File: config.mk
export PLATFORM = sky130hd
export DESIGN_NAME = ps2_key_decoder
export DESIGN_NICKNAME = d
export VERILOG_FILES = /design/src/rtl/ps2_key_decoder.sv
export SDC_FILE = /design/constraint.sdc
export NUM_CORES = 1
export LEC_CHECK = 0
export BUFFER_PORTS_ARGS = -buffer_cell sky130_fd_sc_hd__buf_2
export CORE_UTILIZATION = 55
export CTS_CLUSTER_SIZE = 24
export DETAILED_ROUTE_END_ITERATION = 10
export HOLD_SLACK_MARGIN = 0.03
export PLACE_DENSITY = 0.74
export SYNTH_ARGS = -nofsm -noshare
export SYNTH_HDL_FRONTEND = slang
export SYNTH_SLANG_ARGS = --single-unit
File: constraint.sdc
create_clock -name clk_50MHz -period 2.5 [get_ports clk_50MHz]
set_clock_uncertainty 0.1 [all_clocks]
set_input_delay 0.375 -clock clk_50MHz [delete_from_list [all_inputs] [get_ports clk_50MHz]]
set_output_delay 0.375 -clock clk_50MHz [all_outputs]
set_load 0.005 [all_outputs]
File: src/rtl/ps2_key_decoder.sv
// ps2_key_decoder: PS/2 device-to-host receiver with E0/F0 prefix tracking and per-key held state.
// Optional macro PS2_GLITCH_FILTER_EN: kb_clk accepted only after 8 consecutive equal samples.
`default_nettype none

module ps2_key_decoder #(
  parameter int                    NUM_KEYS    = 4,
  parameter logic [9*NUM_KEYS-1:0] KEY_CODES   = {9'h172, 9'h175, 9'h01B, 9'h01D},
  parameter int                    TIMEOUT_CYC = 100000
) (
  input  logic                clk_50MHz,
  input  logic                reset,
  input  logic                kb_clk,
  input  logic                kb_data,
  output logic [NUM_KEYS-1:0] key_state,
  output logic [7:0]          code,
  output logic                code_ext,
  output logic                code_brk,
  output logic                code_valid,
  output logic                frame_err
);

  localparam int            TW      = $clog2(TIMEOUT_CYC + 1);
  localparam logic [TW-1:0] TO_LAST = TW'(TIMEOUT_CYC - 1);

  typedef enum logic [1:0] {
    S_IDLE   = 2'd0,
    S_DATA   = 2'd1,
    S_PARITY = 2'd2,
    S_STOP   = 2'd3
  } state_t;

  // PS/2 lines idle high, so synchronisers reset to 1 to avoid a false edge.
  logic [1:0] kbc_sync_q;
  logic [1:0] kbd_sync_q;

  always_ff @(posedge clk_50MHz or negedge reset) begin
    if (!reset) begin
      kbc_sync_q <= 2'b11;
      kbd_sync_q <= 2'b11;
    end else begin
      kbc_sync_q <= {kbc_sync_q[0], kb_clk};
      kbd_sync_q <= {kbd_sync_q[0], kb_data};
    end
  end

  logic kbc_lvl;

`ifdef PS2_GLITCH_FILTER_EN
  logic       kbc_filt_q;
  logic [2:0] filt_cnt_q;

  always_ff @(posedge clk_50MHz or negedge reset) begin
    if (!reset) begin
      kbc_filt_q <= 1'b1;
      filt_cnt_q <= 3'd0;
    end else if (kbc_sync_q[1] == kbc_filt_q) begin
      filt_cnt_q <= 3'd0;
    end else if (filt_cnt_q == 3'd7) begin
      kbc_filt_q <= kbc_sync_q[1];
      filt_cnt_q <= 3'd0;
    end else begin
      filt_cnt_q <= filt_cnt_q + 3'd1;
    end
  end

  assign kbc_lvl = kbc_filt_q;
`else
  assign kbc_lvl = kbc_sync_q[1];
`endif

  logic kbc_prev_q;

  always_ff @(posedge clk_50MHz or negedge reset) begin
    if (!reset) kbc_prev_q <= 1'b1;
    else        kbc_prev_q <= kbc_lvl;
  end

  logic kbc_fall;
  logic din;
  assign kbc_fall = kbc_prev_q & ~kbc_lvl;
  assign din      = kbd_sync_q[1];

  state_t              state_q;
  logic [2:0]          bit_cnt_q;
  logic [7:0]          shift_q;
  logic                par_q;
  logic                ext_q;
  logic                brk_q;
  logic [TW-1:0]       to_cnt_q;
  logic [NUM_KEYS-1:0] key_state_q;
  logic [NUM_KEYS-1:0] key_state_d;
  logic [7:0]          code_q;
  logic                code_ext_q;
  logic                code_brk_q;
  logic                code_valid_q;
  logic                frame_err_q;

  logic frame_ok;
  logic to_hit;
  assign frame_ok = din & (^{shift_q, par_q});
  assign to_hit   = (state_q != S_IDLE) && !kbc_fall && (to_cnt_q == TO_LAST);

  // Ext flag is part of the match, so a plain byte never hits an E0-prefixed entry.
  always_comb begin
    key_state_d = key_state_q;
    for (int i = 0; i < NUM_KEYS; i++) begin
      if (KEY_CODES[9*i +: 9] == {ext_q, shift_q}) key_state_d[i] = ~brk_q;
    end
  end

  always_ff @(posedge clk_50MHz or negedge reset) begin
    if (!reset) begin
      state_q      <= S_IDLE;
      bit_cnt_q    <= 3'd0;
      shift_q      <= 8'd0;
      par_q        <= 1'b0;
      ext_q        <= 1'b0;
      brk_q        <= 1'b0;
      to_cnt_q     <= '0;
      key_state_q  <= '0;
      code_q       <= 8'd0;
      code_ext_q   <= 1'b0;
      code_brk_q   <= 1'b0;
      code_valid_q <= 1'b0;
      frame_err_q  <= 1'b0;
    end else begin
      code_valid_q <= 1'b0;
      frame_err_q  <= 1'b0;

      if (state_q == S_IDLE || kbc_fall || to_hit) to_cnt_q <= '0;
      else                                         to_cnt_q <= to_cnt_q + TW'(1);

      if (to_hit) begin
        state_q     <= S_IDLE;
        frame_err_q <= 1'b1;
        ext_q       <= 1'b0;
        brk_q       <= 1'b0;
      end else if (kbc_fall) begin
        case (state_q)
          S_IDLE: begin
            if (!din) begin
              state_q   <= S_DATA;
              bit_cnt_q <= 3'd0;
            end
          end
          S_DATA: begin
            shift_q   <= {din, shift_q[7:1]};
            bit_cnt_q <= bit_cnt_q + 3'd1;
            if (bit_cnt_q == 3'd7) state_q <= S_PARITY;
          end
          S_PARITY: begin
            par_q   <= din;
            state_q <= S_STOP;
          end
          S_STOP: begin
            state_q <= S_IDLE;
            if (!frame_ok) begin
              frame_err_q <= 1'b1;
              ext_q       <= 1'b0;
              brk_q       <= 1'b0;
            end else if (shift_q == 8'hE0) begin
              ext_q <= 1'b1;
            end else if (shift_q == 8'hF0) begin
              brk_q <= 1'b1;
            end else begin
              code_q       <= shift_q;
              code_ext_q   <= ext_q;
              code_brk_q   <= brk_q;
              code_valid_q <= 1'b1;
              key_state_q  <= key_state_d;
              ext_q        <= 1'b0;
              brk_q        <= 1'b0;
            end
          end
          default: state_q <= S_IDLE;
        endcase
      end
    end
  end

  assign key_state  = key_state_q;
  assign code       = code_q;
  assign code_ext   = code_ext_q;
  assign code_brk   = code_brk_q;
  assign code_valid = code_valid_q;
  assign frame_err  = frame_err_q;

endmodule

`default_nettype wire

# After elaboration in Yosys (flattened, before gate mapping)
# Index checks and enable logic that the tools add are counted.
dict set report totals {
  register_bits 54
  elab_cells 96
  output_inout_bits 16
}
dict set report op_classes {
  addsub 2
  mux 30
  reduce_logical 22
  n_eq_ne 16
  bitwise_logic 7
}
# operator n
set ops {}
lappend ops {{$reduce_and 7->1} 4}
lappend ops {{$mux 1} 22}
lappend ops {{$eq 5x9->1 const A} 2}
lappend ops {{$eq 9x9->1 const A} 2}
lappend ops {{$add 17x1->17 const B} 1}
lappend ops {{$eq 17x17->1 const B} 1}
lappend ops {{$mux 17} 1}
lappend ops {{$eq 8x8->1 const B} 2}
lappend ops {{$reduce_and 3->1} 5}
lappend ops {{$ne 3x3->1 const B} 3}
lappend ops {{$reduce_xor 9->1} 1}
lappend ops {{$mux 2} 4}
lappend ops {{$pmux 2 s4} 1}
lappend ops {{$reduce_bool 2->1} 4}
lappend ops {{$pmux 3 s2} 1}
lappend ops {{$reduce_and 6->1} 1}
lappend ops {{$not 1->1} 5}
lappend ops {{$eq 2x2->1 const B} 2}
lappend ops {{$ne 4x4->1 const B} 1}
lappend ops {{$reduce_and 4->1} 1}
lappend ops {{$add 3x1->3 const B} 1}
lappend ops {{$eq 3x3->1 const B} 1}
lappend ops {{$mux 3} 1}
lappend ops {{$and 1x1->1} 2}
lappend ops {{other kinds (6)} 8}

# Depth between registers and ports, before layout
# Gate-level depths: netlist of the first run.
dict set report logic_depth {
  word_depth 7
  ltp_mapped 8
  mapped_depth_nobuf 6
}

# Least setup slack after synthesis of the first run
# OpenSTA, ideal clock, no wires.
dict set report synth_timing {
  path_type {flip-flop to flip-flop}
  from {reg shift_q[1]}
  to {reg code_q[0], in the netlist code[0]}
  setup_slack_ns 0.442
  setup_ns 0.125
  synth_period_minus_slack_ns 2.058
  stages_incl_launch_ff 7
  arrival_time_ns 1.833
  path_cell_list {dfrtp_1 -> xnor2_1 -> xnor3_1 -> xnor2_1 -> and3_4 -> buf_12 -> mux2_4}
}
dict set report synth_between {
  elab_chain_len 3
  word_cells_on_any_way 7
}
# element line_no
set synth_lines {}
lappend synth_lines {{from (decl)} 85} ;# logic [7:0] shift_q;
lappend synth_lines {{from (signal assigned)} 147} ;# shift_q <= {din, shift_q[7:1]};
lappend synth_lines {{$reduce_xor 9->1 (tied with other cells)} 100} ;# assign frame_ok = din & (^{shift_q, par_q});
lappend synth_lines {{$and 1x1->1 / $not 1->1 (equally long branches)} n/a}
lappend synth_lines {{$reduce_and 6->1 (no line) (*)} n/a}
lappend synth_lines {{to (signal assigned)} 166} ;# code_q <= shift_q;
lappend synth_lines {{to (decl)} 92} ;# logic [7:0] code_q;
# Every way passes the cells marked *; elsewhere a longest branch is shown, timed or not.
# A chain may end at the register's enable or synchronous reset.

# Worst setup path in the final report of the first run
dict set report layout_timing {
  from {reg shift_q[1]}
  to {reg code_q[3], in the netlist code[3]}
}
# The elaborated chain is that of the path after synthesis.

==> results by group, run 1 <==
Outcome
  • Run status: completed

Place
  • Half-perimeter wire length of the detailed placement result: 3.12 mm
  • RD Place Congestion: 0.809
  • PortBufs: 19

Die
  • Number of placement rows: 24
  • Die Y-Extent: 70.1 microns
  • Number of placed I/O pins: 20
  • Starting Density: 57.8%
  • Die footprint: 0.00492 sq mm
  • Horizontal extent of the die: 70.1 microns
  • CORE AREA: 0.00441 sq mm

Logic synthesis
  • Syn Area/Cell: 11.5 sq um
  • Fraction of the yosys area taken by sequential cells: 53.2%
  • Number of flops mapped to enable cells by yosys: 0
  • Area contributors post-synth: sky130_fd_sc_hd__dfrtp_1 (48%), sky130_fd_sc_hd__mux2_4 (5.3%), sky130_fd_sc_hd__dfstp_2 (5.1%)
  • Post-Synthesis Cells: 221
  • Total of warnings raised by yosys: 0
  • Flip-flop and latch count after synthesis: 54
  • Top flip-flop cell by instance count after synthesis: sky130_fd_sc_hd__dfrtp_1
  • Synthesized area: 0.00255 sq mm
  • Top cell type's share of synthesized area: 48.0%
  • Cell taking the most area after synthesis: sky130_fd_sc_hd__dfrtp_1
  • Synth unique cells: 39
  • Post-synthesis net count: 232
  • Share of async-settable or async-resettable flops after synthesis: 100%

Critical path
  • Path type of the worst setup path: reg -> reg
  • Internal reg-to-reg setup slack: 0.29 ns
  • CP max stage cell: sky130_fd_sc_hd__dfrtp_1
  • Slowest cell delay on critical path: 0.45 ns
  • CP startpoint kind: register
  • Highest net fanout along the worst path: 11
  • Worst Path Required: 2.60 ns
  • Most common cell type on the critical path: sky130_fd_sc_hd__xnor2_1
  • Cell-by-cell listing of the critical path: xnor2_1 -> xnor3_1 -> xnor2_1 -> and3_4 -> mux2_2
  • Cell type group with the largest total delay on the critical path: XOR/XNOR gates
  • Buffering stage count on the worst path with inverters included: 0
  • Arrival time at the worst endpoint: 2.31 ns
  • Critical Path End Type: register

Clocking
  • Max clock buf depth: 2
  • Clk_lat worst skew: 0.30 ns
  • Clock buffers created by TritonCTS: 5
  • Clock-pin slew on the worst setup and hold paths: 0.10 ns
  • Clock tree root driver cell: sky130_fd_sc_hd__clkbuf_8
  • Max H-tree Level: 2
  • TritonCTS clock tree: built
  • Number of clock sinks seen by CTS: 54
  • Post-CTS Repair Setup Buffers: 0

Pwr
  • Power density over the cells: 968 mW/mm^2
  • Worst ir drop on vdd: 0.000557 V
  • Overall power consumption: 2730 uW
  • Leakage Power: 0.00139 uW

Global routing
  • GRT Overall Usage: 19.7%
  • Maximum number of pins on one net before global-route repair: 22
  • Number of global-route vias before repair: 1702
  • Number of antenna violations at the first check in global routing: 0
  • Wire length of the first global-routing pass: 7.64 mm
  • Global-route congestion overflow total: 0

Route
  • Mean number of vias per cell: 5.52
  • Final antenna-violating net count: 0
  • Iteration count of the initial detailed-routing pass: 4
  • Routed via count: 1650
  • Iteration-0 DRC Markers: 68
  • Remaining design rule violation count: 0
  • Wire length after detailed routing: 4.28 mm
  • WL per Instance: 14.3 microns

Cells and area
  • Share of layout cells above drive strength 1: 22.7%
  • Post-layout util: 64.0%
  • Area of combinational cells with multiple inputs: 0.00111 sq mm
  • # diodes: 0
  • Area taken by flip-flops and latches: 0.00136 sq mm
  • Area overhead of the layout relative to synthesis: 10.7%
  • Post-layout net count: 257
  • Filler cell count: 361

Job
  • Number of max-cap violations: 0

STA
  • Number of pins with negative max-slew slack in the final report: 0
  • Final Hold Vio Count: 0
  • Period Utilization, post-route: 88.3%
  • Tightest hold margin: 0.0645 ns
  • Setup violation total in the final timing report: 0
  • Max Fclk: 0.453 GHz
  • Final critical path time including I/O delays and setup: 2.21 ns
  • Setup TNS: 0 ns
  • Unrepaired setup endpoints after global routing: false
  • Worst max-slew margin expressed relative to the limit: 65.1%
  • Transition at the pin with the smallest max-transition slack: 0.519 ns

Worst hold path
  • Classification of the worst-slack hold path: in -> reg
-- sequential cells by signal, indices dropped and copies added, names as in the netlist, 2 cells and up --
register	cells
bit_cnt_q	3
kbc_sync_q	2
to_cnt_q	17
key_state	4
code	8
shift_q	8
state_q	2
kbd_sync_q	2
-- report_power, final --
| group | total (uW) | switching (uW) | internal, uW |
|---|---|---|---|
| Sequential | 1270 | 203 | 1070 |
| Clock | 570 | 275 | 295 |
| Combinational | 891 | 419 | 472 |
-- worst reg2reg max path, cell delays in order (launching register included) --
cell and delay, ns:
sky130_fd_sc_hd__dfrtp_1 0.45, sky130_fd_sc_hd__xnor2_1 0.18, sky130_fd_sc_hd__xnor3_1 0.42, sky130_fd_sc_hd__xnor2_1 0.24, sky130_fd_sc_hd__and3_4 0.36, sky130_fd_sc_hd__mux2_2 0.36
-- synthesized netlist by cell type (6+ instances only) --
cell / count
sky130_fd_sc_hd__dfrtp_1: 49
sky130_fd_sc_hd__nor2_1: 21
sky130_fd_sc_hd__inv_1: 11
sky130_fd_sc_hd__nand2_1: 11
sky130_fd_sc_hd__xor2_1: 11
sky130_fd_sc_hd__xnor2_1: 10
sky130_fd_sc_hd__mux2_4: 9
sky130_fd_sc_hd__nand3_1: 9
sky130_fd_sc_hd__mux2_2: 8
sky130_fd_sc_hd__nor3_1: 8
sky130_fd_sc_hd__ha_1: 7
sky130_fd_sc_hd__nand4_1: 7
sky130_fd_sc_hd__o21ai_0: 6
-- area by class of cell --
cell class                 instances  share of cell area, %
clock buffer                       5                   2.44
clock inverter                     3                   1.42
inverter                          11                   1.46
multi-input combinational        149                   39.3
sequential                        54                   48.1
tap                               52                   2.30
timing repair buffer              25                   5.05
-- logic make-up after synthesis --
group / count (synthesis) / share of synthesized area, %
fa+ha+maj: 7 / 3.43
flops: 54 / 53.2
xor+xnor: 22 / 8.09
compound gates: 17 / 4.17
mux: 22 / 10.8
simple gates: 81 / 17.0
buf+inv: 18 / 3.33
-- layout by cell type (no fill, tap or decap), types with 2 or more instances in the layout --
master	count
sky130_fd_sc_hd__nor4_1	2
sky130_fd_sc_hd__buf_2	19
sky130_fd_sc_hd__mux2_4	9
sky130_fd_sc_hd__mux2_2	8
sky130_fd_sc_hd__a41oi_1	2
sky130_fd_sc_hd__and3_1	4
sky130_fd_sc_hd__buf_4	5
sky130_fd_sc_hd__a211oi_1	2
sky130_fd_sc_hd__nand4_1	7
sky130_fd_sc_hd__nor2b_1	5
sky130_fd_sc_hd__nand2_1	11
sky130_fd_sc_hd__ha_1	7
sky130_fd_sc_hd__nor4b_1	2
sky130_fd_sc_hd__nand3_1	9
sky130_fd_sc_hd__inv_1	11
sky130_fd_sc_hd__and2_1	2
sky130_fd_sc_hd__xor2_1	11
sky130_fd_sc_hd__clkinv_2	2
sky130_fd_sc_hd__dfrtp_1	49
sky130_fd_sc_hd__nor3_1	8
sky130_fd_sc_hd__xnor2_1	10
sky130_fd_sc_hd__dfstp_2	5
sky130_fd_sc_hd__mux2i_1	5
sky130_fd_sc_hd__nor2_1	21
sky130_fd_sc_hd__a21oi_1	4
sky130_fd_sc_hd__clkbuf_8	5
sky130_fd_sc_hd__and4b_1	2
sky130_fd_sc_hd__o21ai_0	6
-- worst paths after layout --
| kind | cells past startpoint | to | start |
|---|---|---|---|
| worst max-delay path | 5 | code[3] | shift_q[1] |
| worst min-delay path | 1 | kbc_sync_q[0] | kb_clk |
| worst max register to register | 5 | code[3] | shift_q[1] |
| worst min register to register | 0 | kbd_sync_q[1] | kbd_sync_q[0] |
| max in group asynchronous | 3 | kbc_prev_q | reset |
| min in group asynchronous | 2 | code[6] | reset |
-- metal layers --
layer / vias up / GRT usage, % / share of wire, %
li1: 812 / - / -
met5: - / 0 / 0
met3: 7 / 4.04 / 2.8
met1: 805 / 25.3 / 47
met4: 0 / 6.67 / 1.4
met2: 26 / 33.3 / 49
-- through the flow --
| stage | area, sq um | setup slack [ns] | cells |
|---|---|---|---|
| after floorplan | 2550 | 0.442 | 221 |
| after global placement | 2710 | 0.352 | 290 |
| after detailed placement | 2710 | 0.292 | 290 |
| after CTS | 2830 | 0.282 | 299 |
| after global routing | 2830 | 0.191 | 299 |
| final | 2830 | 0.293 | 299 |
-- what timing repair did --
action	in CTS	in global routing
endpoints found under the hold margin	16	0
resized for setup	0	0
hold buffers	1	0
Power figures use the tool's default switching activity.
==> inputs of run 2 (changes only) <==
--- a/config.mk
+++ b/config.mk
@@ -12,3 +12,4 @@
 export HOLD_SLACK_MARGIN = 0.03
-export PLACE_DENSITY = 0.74
+export PLACE_DENSITY = 0.8
+export RECOVER_POWER = 100
 export SYNTH_ARGS = -nofsm -noshare
--- a/constraint.sdc
+++ b/constraint.sdc
@@ -4,2 +4,2 @@
 set_output_delay 0.375 -clock clk_50MHz [all_outputs]
-set_load 0.005 [all_outputs]
+set_load 0.1 [all_outputs]
==> run 2 against run 1 <==
Against the previous run: combinational power rose by 32%; sequential power barely moved; final cell count did not move; non-clock buffer count did not move; core utilization fell by 1.7 points; count of clock-buffer cells in the layout rose by 1; global-route usage fell by 0.57 points; routed wire length fell by 0.96%; setup slack improved by 0.027 ns; via count fell by 1.5%; clock power fell by 11%; critical path depth did not move; largest cell class unchanged.
==> results by group, run 2 (synthesis results as in run 1) <==
Outcome
  • Run status: completed

Pwr
  • Worst ir drop on vdd: 0.000485 V
  • Overall power consumption: 2960 uW
  • Leakage Power: 0.00129 uW
  • Power density over the cells: 1080 mW/mm^2

Clocking
  • Clock-pin slew on the worst setup and hold paths: 0.09 ns
  • Clock buffers created by TritonCTS: 5
  • Clk_lat worst skew: 0.31 ns
  • Max clock buf depth: 2
  • Post-CTS Repair Setup Buffers: 0
  • TritonCTS clock tree: built
  • Post-cts sizing count: 0
  • Max H-tree Level: 2
  • Number of clock sinks seen by CTS: 54
  • Clock tree root driver cell: sky130_fd_sc_hd__clkbuf_8

Die
  • Number of placed I/O pins: 20
  • Die Y-Extent: 70.1 microns
  • CORE AREA: 0.00441 sq mm
  • Number of placement rows: 24
  • Starting Density: 57.8%
  • Horizontal extent of the die: 70.1 microns
  • Die footprint: 0.00492 sq mm

Cells and area
  • Post-layout net count: 257
  • Most flops, register: to_cnt_q
  • # diodes: 0
  • Post-layout util: 62.3%
  • Area overhead of the layout relative to synthesis: 7.75%
  • Max FFs per register: 17
  • Share of layout cells above drive strength 1: 10.9%
  • Leading cell type in the layout, fill and taps excluded: sky130_fd_sc_hd__dfrtp_1
  • Most frequent cells in the layout: sky130_fd_sc_hd__dfrtp_1 (49), sky130_fd_sc_hd__nor2_1 (21), sky130_fd_sc_hd__clkbuf_1 (19)
  • Final standard cell count with taps included and fillers excluded: 299

STA
  • Transition at the pin with the smallest max-transition slack: 1.41 ns
  • Worst setup margin: 0.320 ns
  • Period Utilization, post-route: 87.2%
  • Setup violation total in the final timing report: 0
  • Setup TNS: 0 ns
  • Unrepaired setup endpoints after global routing: false
  • Worst max-slew margin expressed relative to the limit: 5.83%
  • Max Fclk: 0.459 GHz
  • Final critical path time including I/O delays and setup: 2.18 ns
  • Number of pins with negative max-slew slack in the final report: 0
  • Final Hold Vio Count: 0

Global routing
  • Maximum number of pins on one net before global-route repair: 29
  • Global-route congestion overflow total: 0
  • Number of global-route vias before repair: 1661
  • GRT Overall Usage: 19.2%
  • Number of antenna violations at the first check in global routing: 0
  • Wire length of the first global-routing pass: 7.36 mm

Route
  • Iteration-0 DRC Markers: 64
  • Mean number of vias per cell: 5.44
  • Iteration count of the initial detailed-routing pass: 4
  • Wire length after detailed routing: 4.24 mm
  • Remaining design rule violation count: 0
  • WL per Instance: 14.2 microns
  • Routed via count: 1626
  • Final antenna-violating net count: 0

Critical path
  • Slowest cell delay on critical path: 0.45 ns
  • Most common cell type on the critical path: sky130_fd_sc_hd__xnor2_1
  • CP max stage cell: sky130_fd_sc_hd__dfrtp_1
  • Cell-by-cell listing of the critical path: xnor2_1 -> xnor3_1 -> xnor2_1 -> and3_4 -> mux2_1
  • Worst Path Required: 2.59 ns
  • Critical Path End Type: register
  • Arrival time at the worst endpoint: 2.27 ns
  • CP startpoint kind: register
  • Highest net fanout along the worst path: 11
  • Path type of the worst setup path: reg -> reg

Place
  • Half-perimeter wire length of the detailed placement result: 3.08 mm
  • RD Place Congestion: 0.793
  • PortBufs: 19
  • Cell Count Post-Placement: 290
  • Setup WS pre-CTS: 0.276 ns

Job
  • Number of max-cap violations: 0

Worst hold path
  • Classification of the worst-slack hold path: in -> reg
==> run 2: cell count changes in the layout (fill, tap and decap cells not counted), moves of 2 or more <==
cell	change
sky130_fd_sc_hd__and2_0	+2
sky130_fd_sc_hd__and2_1	-2
sky130_fd_sc_hd__buf_2	-17
sky130_fd_sc_hd__buf_4	-3
sky130_fd_sc_hd__clkbuf_1	+19
sky130_fd_sc_hd__clkinv_2	-2
sky130_fd_sc_hd__mux2_1	+9
sky130_fd_sc_hd__mux2_4	-9
==> run 2: metrics by stage <==
step | cell area, sq um | hold WS [ns]
after floorplan | 2550 | -0.0206
after global placement | 2710 | 0.246
after detailed placement | 2710 | 0.247
after CTS | 2820 | 0.0438
after global routing | 2750 | 0.0357
final | 2750 | 0.0577
==> run 2: final timing paths <==
check                              start             to  slack [ns]  cells after the start
max in group asynchronous          reset  kbd_sync_q[1]        0.42                      3
min reg2reg                kbd_sync_q[0]  kbd_sync_q[1]        0.26                      0
min in group asynchronous          reset     code_valid        0.81                      2
max                           shift_q[1]       code_ext        0.32                      5
min                              kb_data  kbd_sync_q[0]        0.06                      1
max reg2reg                   shift_q[1]       code_ext        0.32                      5
==> run 2: repair_timing <==
action	CTS	global route
hold buffers	1	0
hold endpoints to repair	26	0
setup endpoints to repair	0	0
==> run 2: report_power, final <==
part / internal [uW] / switching, uW
registers: 1070 / 204
clock network: 228 / 279
logic: 425 / 757
total: 1720 / 1240
==> run 2: cell type report <==
| cell class | count | area, sq um |
|---|---|---|
| inverters | 11 | 41.3 |
| clock buffers | 6 | 82.6 |
| multi-input cells | 149 | 1080 |
| fillers | 372 | 1660 |
| repair buffers | 25 | 111 |
| well taps | 52 | 65.1 |
| clock inverters | 2 | 16.3 |
| flip-flops and latches | 54 | 1360 |
==> run 2: per-layer routing <==
metal  GRT usage (%)  up-vias  part of all wire [%]
li1                -      813                     -
met1            23.3      782                    46
met2            32.7       25                    49
met3            4.76        6                   3.8
met4            7.56        0                   1.6
met5               0        -                     0
==> run 2: critical path, delay by kind of cell (launching register included) <==
family / cells / cell delay (ns)
muxes: 1 / 0.35
DFF: 1 / 0.45
and+or+nand+nor: 1 / 0.33
xor gates and xnor gates: 3 / 0.84
